[src/rtl/dit_butterfly_round.sv]
// rtl/dit_butterfly_round.sv - radix-2 DIT butterfly combine: add/sub, half-up round, clamp or wrap
// Optional feature macro: BFLY_SAT_EN (output clamping plus sticky saturation flag/counter).
module dit_butterfly_round #(
  parameter int DATA_WIDTH = 21,
  parameter int TWID_WIDTH = 16,
  parameter int SHIFT      = 15,
  parameter int OUT_WIDTH  = DATA_WIDTH + 1
) (
  input  logic                                 clk,
  input  logic                                 rst_n,
  input  logic signed [DATA_WIDTH+TWID_WIDTH:0] x0_r,
  input  logic signed [DATA_WIDTH+TWID_WIDTH:0] x0_i,
  input  logic signed [DATA_WIDTH+TWID_WIDTH:0] x1w_r,
  input  logic signed [DATA_WIDTH+TWID_WIDTH:0] x1w_i,
  input  logic                                 in_valid,
  output logic                                 in_ready,
  output logic signed [OUT_WIDTH-1:0]          y0_r,
  output logic signed [OUT_WIDTH-1:0]          y0_i,
  output logic signed [OUT_WIDTH-1:0]          y1_r,
  output logic signed [OUT_WIDTH-1:0]          y1_i,
  output logic                                 out_valid,
  input  logic                                 out_ready,
  output logic                                 sat_flag,
  output logic [15:0]                          sat_count,
  input  logic                                 sat_clr
);
  localparam int W  = DATA_WIDTH + TWID_WIDTH + 1;
  localparam int RW = W + 2 - SHIFT;
  localparam logic signed [W+1:0] HALF = (W+2)'(1) << (SHIFT - 1);

  // lane order in every stage array: 0=y0_r, 1=y0_i, 2=y1_r, 3=y1_i
  logic              r_v1, r_v2, r_v3;
  logic signed [W:0] r_s1 [4];
  logic [RW-1:0]     r_s2 [4];
  logic [OUT_WIDTH-1:0] r_y [4];

  logic              w_en1, w_en2, w_en3;
  logic signed [W:0] w_x0_r, w_x0_i, w_x1_r, w_x1_i;
  logic [W+1:0]      w_rsum [4];
  logic [RW-1:0]     w_rnd [4];
  logic [OUT_WIDTH-1:0] w_y [4];
  logic              w_unused_round;

  assign w_en3    = !r_v3 || out_ready;
  assign w_en2    = !r_v2 || w_en3;
  assign w_en1    = !r_v1 || w_en2;
  assign in_ready = w_en1;

  assign w_x0_r = {x0_r[W-1], x0_r};
  assign w_x0_i = {x0_i[W-1], x0_i};
  assign w_x1_r = {x1w_r[W-1], x1w_r};
  assign w_x1_i = {x1w_i[W-1], x1w_i};

  always_ff @(posedge clk) begin
    if (!rst_n) begin
      r_v1 <= 1'b0;
      for (int k = 0; k < 4; k++) r_s1[k] <= '0;
    end else if (w_en1) begin
      r_v1    <= in_valid;
      r_s1[0] <= w_x0_r + w_x1_r;
      r_s1[1] <= w_x0_i + w_x1_i;
      r_s1[2] <= w_x0_r - w_x1_r;
      r_s1[3] <= w_x0_i - w_x1_i;
    end
  end

  // Extra guard bit keeps the rounding offset from overflowing; the upper slice is the arithmetic shift.
  always_comb begin
    for (int k = 0; k < 4; k++) begin
      w_rsum[k] = {r_s1[k][W], r_s1[k]} + HALF;
      w_rnd[k]  = w_rsum[k][W+1:SHIFT];
    end
  end
  assign w_unused_round = ^{w_rsum[0][SHIFT-1:0], w_rsum[1][SHIFT-1:0],
                            w_rsum[2][SHIFT-1:0], w_rsum[3][SHIFT-1:0]};

  always_ff @(posedge clk) begin
    if (!rst_n) begin
      r_v2 <= 1'b0;
      for (int k = 0; k < 4; k++) r_s2[k] <= '0;
    end else if (w_en2) begin
      r_v2 <= r_v1;
      for (int k = 0; k < 4; k++) r_s2[k] <= w_rnd[k];
    end
  end

`ifdef BFLY_SAT_EN
  logic        w_sat;
  logic        w_sat_beat;
  logic        r_sat3;
  logic        r_sat_flag;
  logic [15:0] r_sat_count;

  // In range exactly when every bit above the output sign bit matches it.
  always_comb begin
    w_sat = 1'b0;
    for (int k = 0; k < 4; k++) begin
      w_y[k] = r_s2[k][OUT_WIDTH-1:0];
      if (!((&r_s2[k][RW-1:OUT_WIDTH-1]) || !(|r_s2[k][RW-1:OUT_WIDTH-1]))) begin
        w_sat  = 1'b1;
        w_y[k] = r_s2[k][RW-1] ? {1'b1, {(OUT_WIDTH-1){1'b0}}} : {1'b0, {(OUT_WIDTH-1){1'b1}}};
      end
    end
  end

  assign w_sat_beat = r_v3 && out_ready && r_sat3;

  always_ff @(posedge clk) begin
    if (!rst_n) begin
      r_sat_flag  <= 1'b0;
      r_sat_count <= 16'd0;
    end else if (sat_clr) begin
      r_sat_flag  <= w_sat_beat;
      r_sat_count <= {15'd0, w_sat_beat};
    end else if (w_sat_beat) begin
      r_sat_flag <= 1'b1;
      if (r_sat_count != 16'hFFFF) r_sat_count <= r_sat_count + 16'd1;
    end
  end

  assign sat_flag  = r_sat_flag;
  assign sat_count = r_sat_count;
`else
  logic w_unused_trunc;

  always_comb begin
    for (int k = 0; k < 4; k++) w_y[k] = r_s2[k][OUT_WIDTH-1:0];
  end

  assign w_unused_trunc = ^{sat_clr, r_s2[0][RW-1:OUT_WIDTH], r_s2[1][RW-1:OUT_WIDTH],
                            r_s2[2][RW-1:OUT_WIDTH], r_s2[3][RW-1:OUT_WIDTH]};
  assign sat_flag  = 1'b0;
  assign sat_count = 16'd0;
`endif

  always_ff @(posedge clk) begin
    if (!rst_n) begin
      r_v3 <= 1'b0;
      for (int k = 0; k < 4; k++) r_y[k] <= '0;
`ifdef BFLY_SAT_EN
      r_sat3 <= 1'b0;
`endif
    end else if (w_en3) begin
      r_v3 <= r_v2;
      for (int k = 0; k < 4; k++) r_y[k] <= w_y[k];
`ifdef BFLY_SAT_EN
      r_sat3 <= w_sat;
`endif
    end
  end

  assign out_valid = r_v3;
  assign y0_r      = r_y[0];
  assign y0_i      = r_y[1];
  assign y1_r      = r_y[2];
  assign y1_i      = r_y[3];
endmodule

[config.mk]
export PLATFORM = sky130hd
export DESIGN_NAME = dit_butterfly_round
export DESIGN_NICKNAME = d
export VERILOG_FILES = /design/src/rtl/dit_butterfly_round.sv
export SDC_FILE = /design/constraint.sdc
export NUM_CORES = 1
export LEC_CHECK = 0
export BUFFER_PORTS_ARGS = -buffer_cell sky130_fd_sc_hd__buf_2
export CAP_MARGIN = 25
export CORE_UTILIZATION = 50
export DETAILED_ROUTE_END_ITERATION = 12
export GPL_TIMING_DRIVEN = 1
export PLACE_DENSITY_LB_ADDON = 0.15
export SKIP_LAST_GASP = 1
export SLEW_MARGIN = 20
export SYNTH_ARGS = -nofsm -noshare
export SYNTH_HDL_FRONTEND = slang
export SYNTH_SLANG_ARGS = --single-unit
export TNS_END_PERCENT = 100
[constraint.sdc]
create_clock -name clk -period 6.5 [get_ports clk]
set_input_delay 1.95 -clock clk [delete_from_list [all_inputs] [get_ports clk]]
set_output_delay 1.95 -clock clk [all_outputs]
set_load 0.02 [all_outputs]
==> impl_metrics.py <==
metrics = {
    "synthesis": {
        "synth_xor_area_frac": 0.0747,
        "syn_area_per_cell_um2": 9.86,
        "synthSimpleGateAreaFrac": 0.180,
        "synth_compound_area_frac": 0.131,
        "yosys_warnings": 0,
        "syn_area_um2": 17700,
        "synth_seq_cells": 271,
        "synthAdderAreaFrac": 0.102,
        "netlist.area_leader.share": 0.454,
        "yosys_most_used_dff": "edfxtp_1",
        "synth_edf_count": 268,
        "synth_top_family_by_area": "simple AND/OR/NAND/NOR gates",
        "synth_common_cells": "edfxtp_1, nor2_1, ha_1, inv_1, a21oi_1",
        "yosys.area.top_type": "edfxtp_1",
        "synthMuxAreaShare": 0.00396,
        "synthDistinctLibCells": 78,
        "yosysSeqAreaShare": 0.458,
        "async_reset_ff_frac": 0,
        "yosys-top-cells-area": "edfxtp_1, ha_1, nor2_1, xnor2_1, a21oi_1",
        "yosysMostFrequentCell": "edfxtp_1",
        "synthCells": 1797,
    },
    "sta": {
        "hold_viol_final": 0,
        "finClkSkew_ns": 0.0124,
        "worstMarginPinSlew_ns": 0.872,
        "finalSetupViolCount": 0,
        "maxSlewViolCount": 0,
        "fin_setup_tns_ns": 0,
        "max_freq_ghz": 0.189,
        "finalCriticalPeriod_ns": 5.29,
        "rsz0062_at_grt": "false",
        "post-route-period-util": 0.814,
        "relSlewSlack": 0.414,
    },
    "routing": {
        "drc": 0,
        "drtAntennaViolNets": 0,
        "wl_mm": 40.6,
        "num_vias": 13400,
        "wire_per_inst_um": 16.4,
        "via_per_inst": 5.42,
        "drt_iter0_drc": 901,
        "first_pass_iters": 5,
    },
    "setup_path": {
        "worst-path-max-fanout": 6,
        "crit_path_end_kind": "primary output",
        "cp-start-kind": "input port",
        "path_class": "input port to primary output",
        "crit_arrival_ns": 3.34,
        "rr_worst_depth": 6,
        "required_ns": 4.55,
    },
    "floorplanning": {
        "pin_count": 264,
        "core_um2": 34700,
        "rows": 68,
        "start_util": 0.510,
        "die_w_um": 190,
        "dieHeight_um": 190,
        "die-area_um2": 36200,
    },
    "cts": {
        "cts.sinks": 271,
        "max-clock-path-buffers": 3,
        "clk_latency_ns": 0.51,
        "htree_levels": 1,
        "hold_buffers": 0,
        "cts_tree": "done",
        "cts_setup_buffers": 0,
        "path_clk_slew_ns": 0.06,
        "tritoncts.num_buffers": 23,
        "cts.repair.resized": 0,
        "cts_root_buffer": "clkbuf_16",
    },
    "power_and_ir_drop": {
        "peakVddDrop_v": 0.000179,
        "p_leak_nw": 8.90,
        "powerDensity_nw_per_um2": 234,
        "power_mw": 4.71,
    },
    "grt": {
        "antenna_found_initial": 9,
        "grt_usage": 0.221,
        "overflow": 0,
        "grt_max_degree": 89,
        "grt_pass1_vias": 12300,
        "grt_first_pass_wirelength_mm": 64.1,
    },
    "status": {
        "status": "finished, final reports clean",
    },
    "finish": {
        "fin_util": 0.580,
        "n_fill_cell": 3107,
        "area_growth_pct": 13.6,
        "nNetsFinal": 2302,
        "drive_above_1_share": 0.157,
    },
    "placed_design": {
        "gp_congestion": 0.919,
        "port-buffer-count": 241,
        "place_hpwl_mm": 32.2,
    },
    "flow_run": {
        "max_cap_violations": 0,
    },
    "hold_path": {
        "whs_path_depth": 1,
        "hold_path_class": "flip-flop to flip-flop",
    },
}
## cell type report
type                       count  area, um^2  share of cell area
antenna                        4        10.0            0.000498
inverter                     136         510              0.0254
sequential                   271        8110               0.403
timing repair buffer         248        1300              0.0644
tap                          455         569              0.0283
clock buffer                  24         579              0.0288
multi-input combinational   1321        8800               0.437
clock inverter                17         248              0.0123
## report_power, final
group	total [mW]	switching (mW)	internal, mW
clock network	1.48	0.591	0.891
logic	1.02	0.628	0.388
registers	2.21	0.0964	2.12
total	4.71	1.32	3.39
## path summary, 6_finish.rpt
kind	start	to	slack [ns]
setup reg to reg	out_valid	r_s1[0][33]	3.61
setup / recovery	out_ready	in_ready	1.21
hold reg to reg	r_v1	r_v2	0.49
hold / removal	r_v1	r_v2	0.49
## sequential cells by signal, indices dropped and copies added, names as in the netlist
register and flops:
out_valid 1, r_s1 92, r_s2 88, r_v1 1, r_v2 1, r_y 88
## through the flow
| step | cells | area, um^2 | hold slack, ns | setup slack (ns) |
|---|---|---|---|---|
| floorplan | 1813 | 17800 | 0.433 | 1.67 |
| global placement | 2427 | 19200 | 0.437 | 1.30 |
| detailed placement | 2431 | 19300 | 0.482 | 1.25 |
| CTS | 2472 | 20100 | 0.498 | 1.22 |
| global route | 2475 | 20100 | 0.519 | 1.10 |
| finish | 2476 | 20100 | 0.495 | 1.21 |
## per-layer routing
metal / routed length, um / part of all wire / track usage
met3: 3040 / 0.075 / 0.0386
met2: 16200 / 0.40 / 0.314
met5: 62 / 0.0015 / 0
met1: 20700 / 0.51 / 0.350
met4: 629 / 0.015 / 0.0431
## worst max-delay path, cell delays in order
cell	delay (ns)
buf_2	0.10
nor2b_1	0.52
and3_1	0.44
inv_1	0.11
buf_2	0.20
## cell usage in the layout, fill, tap and decap left out, types with 19 or more instances in the layout
cell type  count
and2_1        93
and3_1        21
nor2_1       239
o21bai_1      26
o21ai_0       54
nand2_1       87
buf_2        241
xnor2_1       99
nor4_1        19
inv_1        136
nand3_1       49
a21o_1        25
clkbuf_16     23
a21oi_1      131
nand4_1       26
edfxtp_1     268
ha_1         144
a31oi_1       19
nor3_1        32
xor2_1        52
## kinds of logic after synthesis
family | after synthesis
and+or+nand+nor | 647
AOI/OAI and AO/OA | 355
DFF | 271
buffers and inverters | 221
xor gates and xnor gates | 151
adders and majority gates | 144
muxes | 7
other | 1
Power figures use the tool's default switching activity.
